### config.mk
export PLATFORM = sky130hd
export DESIGN_NAME = jstk_poll_scheduler
export DESIGN_NICKNAME = d
export VERILOG_FILES = /design/src/rtl/jstk_poll_scheduler.sv
export SDC_FILE = /design/constraint.sdc
export NUM_CORES = 1
export LEC_CHECK = 0
export ABC_AREA = 1
export CELL_PAD_IN_SITES_DETAIL_PLACEMENT = 1
export CELL_PAD_IN_SITES_GLOBAL_PLACEMENT = 2
export CORE_MARGIN = 4
export CORE_UTILIZATION = 25
export DETAILED_ROUTE_END_ITERATION = 16
export PLACE_DENSITY_LB_ADDON = 0.1
export RECOVER_POWER = 100
export SLEW_MARGIN = 20
export SYNTH_ARGS = -nofsm -noshare
export SYNTH_HDL_FRONTEND = slang
export SYNTH_SLANG_ARGS = --single-unit
### constraint.sdc
create_clock -name clk -period 4.8 [get_ports clk]
set_clock_uncertainty 0.05 [all_clocks]
set_input_delay 0.72 -clock clk [delete_from_list [all_inputs] [get_ports clk]]
set_output_delay 0.72 -clock clk [all_outputs]
set_load 0.005 [all_outputs]
### src/rtl/jstk_poll_scheduler.sv
// Round-robin poll scheduler sharing one SPI master among four joystick channels.
// One 5-byte transfer per poll tick; replies are unpacked into per-channel X/Y/button registers.
module jstk_poll_scheduler #(
  parameter int N_CH      = 4,
  parameter int POLL_DIV  = 100000,
  parameter int SETUP_CYC = 8,
  parameter int TIMEOUT   = 4096
) (
  input  logic                clk,
  input  logic                rst,
  input  logic [N_CH-1:0]     ch_en,
  input  logic [2*N_CH-1:0]   led_cmd,
  input  logic                spi_busy,
  input  logic                spi_done,
  input  logic [39:0]         spi_rx,
  output logic                spi_start,
  output logic [1:0]          spi_sel,
  output logic [39:0]         spi_tx,
  output logic [10*N_CH-1:0]  x_pos,
  output logic [10*N_CH-1:0]  y_pos,
  output logic [3*N_CH-1:0]   btn,
  output logic [N_CH-1:0]     upd,
  output logic [N_CH-1:0]     timeout_err
);
  localparam int TICK_W = $clog2(POLL_DIV + 1);
  localparam int SET_W  = $clog2(SETUP_CYC + 1);
  localparam int TMO_W  = $clog2(TIMEOUT + 1);

  typedef enum logic [1:0] {IDLE, SETUP, START, WAIT} state_t;
  state_t state, state_n;

  logic [TICK_W-1:0] tick_cnt;
  logic              tick;
  logic [SET_W-1:0]  setup_cnt;
  logic [TMO_W-1:0]  tmo_cnt;
  logic [1:0]        last, cur, pick, cand;
  logic              found;
  logic              sel_load, start_fire, done_take, tmo_hit;
  logic              rx_unused;

  // Only the X/Y/button fields of the reply frame carry information.
  assign rx_unused = ^{spi_rx[31:26], spi_rx[15:10], spi_rx[7:3]};

  assign tick = (tick_cnt == TICK_W'(POLL_DIV - 1));

  always_ff @(posedge clk or posedge rst) begin
    if (rst)       tick_cnt <= '0;
    else if (tick) tick_cnt <= '0;
    else           tick_cnt <= tick_cnt + TICK_W'(1);
  end

  // Search starts just after the last-served channel; the 2-bit add wraps naturally.
  always_comb begin
    pick  = '0;
    found = 1'b0;
    cand  = '0;
    for (int i = 1; i <= N_CH; i++) begin
      cand = last + 2'(i);
      if (!found && ch_en[cand]) begin
        found = 1'b1;
        pick  = cand;
      end
    end
  end

  always_ff @(posedge clk or posedge rst) begin
    if (rst) state <= IDLE;
    else     state <= state_n;
  end

  always_comb begin
    state_n    = state;
    sel_load   = 1'b0;
    start_fire = 1'b0;
    done_take  = 1'b0;
    tmo_hit    = 1'b0;
    case (state)
      IDLE: begin
        if (tick && found) begin
          sel_load = 1'b1;
          state_n  = SETUP;
        end
      end
      SETUP: begin
        if (setup_cnt == SET_W'(SETUP_CYC - 1)) state_n = START;
      end
      START: begin
        if (!spi_busy) begin
          start_fire = 1'b1;
          state_n    = WAIT;
        end
      end
      WAIT: begin
        if (spi_done) begin
          done_take = 1'b1;
          state_n   = IDLE;
        end else if (tmo_cnt == TMO_W'(TIMEOUT - 1)) begin
          tmo_hit = 1'b1;
          state_n = IDLE;
        end
      end
      default: state_n = IDLE;
    endcase
  end

  // All outputs are registered so spi_start cannot glitch.
  always_ff @(posedge clk or posedge rst) begin
    if (rst) begin
      setup_cnt   <= '0;
      tmo_cnt     <= '0;
      last        <= 2'd3;
      cur         <= '0;
      spi_start   <= 1'b0;
      spi_sel     <= '0;
      spi_tx      <= '0;
      x_pos       <= '0;
      y_pos       <= '0;
      btn         <= '0;
      upd         <= '0;
      timeout_err <= '0;
    end else begin
      spi_start <= start_fire;
      upd       <= '0;
      if (state == SETUP) setup_cnt <= setup_cnt + SET_W'(1);
      if (state == WAIT)  tmo_cnt   <= tmo_cnt + TMO_W'(1);
      if (sel_load) begin
        cur       <= pick;
        spi_sel   <= pick;
        spi_tx    <= {6'b100000, led_cmd[{pick, 1'b0} +: 2], 32'h0};
        setup_cnt <= '0;
      end
      if (start_fire) tmo_cnt <= '0;
      if (done_take) begin
        x_pos[int'(cur) * 10 +: 10] <= {spi_rx[25:24], spi_rx[39:32]};
        y_pos[int'(cur) * 10 +: 10] <= {spi_rx[9:8], spi_rx[23:16]};
        btn[int'(cur) * 3 +: 3]     <= spi_rx[2:0];
        upd[cur]                    <= 1'b1;
        timeout_err[cur]            <= 1'b0;
        last                        <= cur;
      end
      if (tmo_hit) begin
        timeout_err[cur] <= 1'b1;
        last             <= cur;
      end
    end
  end

endmodule

==> flow_summary.json <==
{
  "status": "finished, violations left",
  "failed_checks": "max-capacitance violations, max-slew violations",
  "num_antenna_cells": 0,
  "cp.required_ns": 5.04,
  "portBuffers": 144,
  "ys_ff_latch": 144,
  "drive_gt1_share_pct": 5.11,
  "core_um2": 30700,
  "cts-hold-fix-buffers": 0,
  "reg2reg_depth": 10,
  "routed_wl_um": 29100,
  "hold-path-cell-count": 1,
  "irDropWorstVdd_mv": 0.237,
  "nFillCells": 3719,
  "critPathLaunchType": "register",
  "arrival_ns": 3.93,
  "r2r_end": "y_pos[22]",
  "top_layer_used": "met4",
  "place_ws_ns": 1.51,
  "synth_warnings": 0,
  "globalplace.congestion": 0.788,
  "drt_pass1_iterations": 5,
  "netlist_instances": 1010,
  "cp-end-kind": "register",
  "fin_crit_sh_pct": 76.9,
  "grt_pass1_wl_um": 45800,
  "postPlaceCellArea_um2": 9550,
  "antenna_left": 0,
  "ys_types": 52,
  "period_needed_ns": 3.69,
  "hold_viol": 0,
  "drcViolationCount": 0,
  "die_w_um": 185,
  "route.met2.wl_um": 12800,
  "cts.htree.levels": 4,
  "min_from": "tick_cnt[0]",
  "met1_length_um": 14900,
  "max_slew_margin_pct": -39.5,
  "setup_viol": 0,
  "cts-resized-gates": 0,
  "power.leakage_nw": 4.98,
  "synth_ff_type": "dfrtp_1",
  "design_area_um2": 10100,
  "rsz0062_at_grt": "no",
  "insertion_delay_ns": 0.44,
  "path_max_fanout": 27,
  "fin_setup_tns_ns": 0,
  "track_usage_pct": 17.3,
  "finalPower_mw": 3.80,
  "cts_sinks": 144,
  "hp-class": "register to register",
  "r2r_start": "state[0]",
  "start_util_pct": 25.5,
  "detailed_place_hpwl_um": 21400,
  "r2r_slack_ns": 1.11,
  "syn_avg_cell_area_um2": 7.75,
  "synthArstFlopShare_pct": 100,
  "grt_pass1_vias": 7605,
  "drtIter0Drc": 432,
  "fmax_ghz": 0.271,
  "p_per_area_nw_per_um2": 375,
  "maxCapViolCount": 2,
  "clockRootBuffer": "clkbuf_16",
  "cts_setup_buffers": 0,
  "wl_per_cell_um": 18.8,
  "dp_cells": 1518,
  "crit_type": "register to register",
  "vias_per_cell": 4.69,
  "wl_met3_um": 1170,
  "clk_pin_slew_ns": 0.06,
  "slew_violations": 99,
  "grt_max_degree": 89,
  "worst-slew-pin-transition_ns": 2.09,
  "num_rows": 64,
  "netlist_area_um2": 7830,
  "cts_buffers": 17,
  "via_count": 7271,
  "ys_seq_area_share_pct": 46.1,
  "holdWs_ns": 0.422,
  "area_growth_pct": 29.5,
  "antenna_found_initial": 0,
  "gr-total-overflow": 0,
  "dieArea_um2": 34200,
  "final_core_util_pct": 33.0,
  "cts_tree": "yes",
  "hold_path_end": "tick_cnt[0]",
  "clockBufferDepth": 2,
  "setup_slack_ns": 1.11,
  "nets": 1211,
  "dieHeight_um": 185,
  "instances_no_fill": 1550,
  "io_pins": 199,
  "synth_edf_count": 0
}
## per-layer routing
metal | up-vias | track usage, %
li1 | 3530 | -
met1 | 3572 | 25.7
met2 | 154 | 26.4
met3 | 15 | 3.26
met4 | 0 | 3.52
met5 | - | 0
## synth_stat cells (4+ instances only)
library cell  instances  area [um^2]
a21oi_1              38          190
a2bb2oi_1             6         52.6
a31oi_1               5         31.3
a32o_1                4         40.0
buf_1                 5         18.8
buf_2                 8         40.0
buf_4                38          285
clkbuf_1             28          105
dfrtp_1             142         3550
ha_1                 14          175
inv_1                90          338
inv_2                 6         22.5
nand2_1             262          983
nand2_2               4         25.0
nand3_1              54          270
nand4_1               9         56.3
nor2_1               63          236
nor2_2                6         37.5
nor3_1               21          105
o21a_1                6         45.0
o21ai_0             129          646
o21ai_1               6         30.0
o22ai_1              12         75.1
o31ai_1              10         75.1
or2_2                 4         25.0
## sequential cells by signal (all words and copies together) (netlist names), 3 cells and up, named ones only
name,count
setup_cnt,4
y_pos,40
x_pos,40
spi_tx,3
tick_cnt,17
btn,12
tmo_cnt,13
upd,4
## worst max path at each step
stage / startpoint / endpoint / slack [ns] / cells past startpoint
after floorplan: rst / async pin / 0.17 / 1
after global placement: cur[0] / y_pos[14] / 1.56 / 10
after detailed placement: cur[0] / y_pos[14] / 1.51 / 10
after CTS: cur[0] / y_pos[14] / 1.49 / 10
after global routing: tick_cnt[0] / cur[0] / 0.62 / 8
final: state[0] / y_pos[22] / 1.11 / 10
## power breakdown
| part | internal, mW | total [mW] | switching [mW] |
|---|---|---|---|
| clock | 0.890 | 1.47 | 0.583 |
| sequential | 1.36 | 1.45 | 0.0932 |
| combinational | 0.364 | 0.881 | 0.518 |
| total | 2.61 | 3.80 | 1.19 |
## kinds of logic (layout without fill, tap and decap cells)
| family | after synthesis | count (layout) | synth area share [%] |
|---|---|---|---|
| fa+ha+maj | 14 | 14 | 2.24 |
| xor+xnor | 4 | 4 | 0.448 |
| other cells | 1 | 37 | 0.0479 |
| simple gates | 435 | 435 | 23.6 |
| compound gates | 234 | 234 | 17.1 |
| buf+inv | 178 | 286 | 10.5 |
| flops | 144 | 144 | 46.1 |
## cells in the final DEF, fill, tap and decap left out, types with 2 or more instances in the layout
| master | netlist | final |
|---|---|---|
| nand2_1 | 262 | 263 |
| dfrtp_1 | 142 | 142 |
| o21ai_0 | 129 | 134 |
| dlygate4sd3_1 | 0 | 106 |
| inv_1 | 90 | 93 |
| nor2_1 | 63 | 68 |
| nand3_1 | 54 | 55 |
| a21oi_1 | 38 | 38 |
| clkdlybuf4s50_1 | 0 | 38 |
| conb_1 | 1 | 37 |
| nor3_1 | 21 | 21 |
| clkbuf_16 | 0 | 17 |
| ha_1 | 14 | 14 |
| o22ai_1 | 12 | 12 |
| o31ai_1 | 10 | 10 |
| nand4_1 | 9 | 9 |
| buf_4 | 38 | 9 |
| o21a_1 | 6 | 6 |
| a2bb2oi_1 | 6 | 6 |
| a31oi_1 | 5 | 5 |
| or2_2 | 4 | 4 |
| a32o_1 | 4 | 4 |
| bufinv_16 | 0 | 4 |
| a22oi_1 | 3 | 3 |
| a221oi_1 | 3 | 3 |
| o211ai_1 | 3 | 3 |
| nand2_2 | 4 | 3 |
| xor2_1 | 3 | 3 |
| clkinvlp_4 | 0 | 3 |
| inv_6 | 0 | 3 |
| clkbuf_1 | 28 | 3 |
| inv_2 | 6 | 2 |
| o221ai_1 | 2 | 2 |
| nor2_2 | 6 | 2 |
| nand3_2 | 3 | 2 |
| nor4_1 | 1 | 2 |
| clkinv_2 | 1 | 2 |
| a41oi_1 | 2 | 2 |
| clkinv_4 | 0 | 2 |
| dfstp_2 | 2 | 2 |
## cell type report
| type | count | area [um^2] | share of cell area, % |
|---|---|---|---|
| inverters | 99 | 379 | 3.74 |
| repair buffers | 155 | 1530 | 15.1 |
| clock inverters | 12 | 184 | 1.81 |
| well taps | 396 | 495 | 4.89 |
| flip-flops and latches | 144 | 3610 | 35.6 |
| clock buffers | 20 | 447 | 4.41 |
| multi-input cells | 724 | 3490 | 34.5 |
## worst max-delay path: stages, from the launching register on
cell and delay, ns:
dfrtp_1 0.41, ha_1 0.34, nand2_1 0.21, clkbuf_1 0.91, nor2_1 0.13, inv_1 0.79
nor2_1 0.26, nand2_1 0.16, nor2_1 0.06, a21oi_1 0.11, o31ai_1 0.09
(Power assumes the default switching activity.)
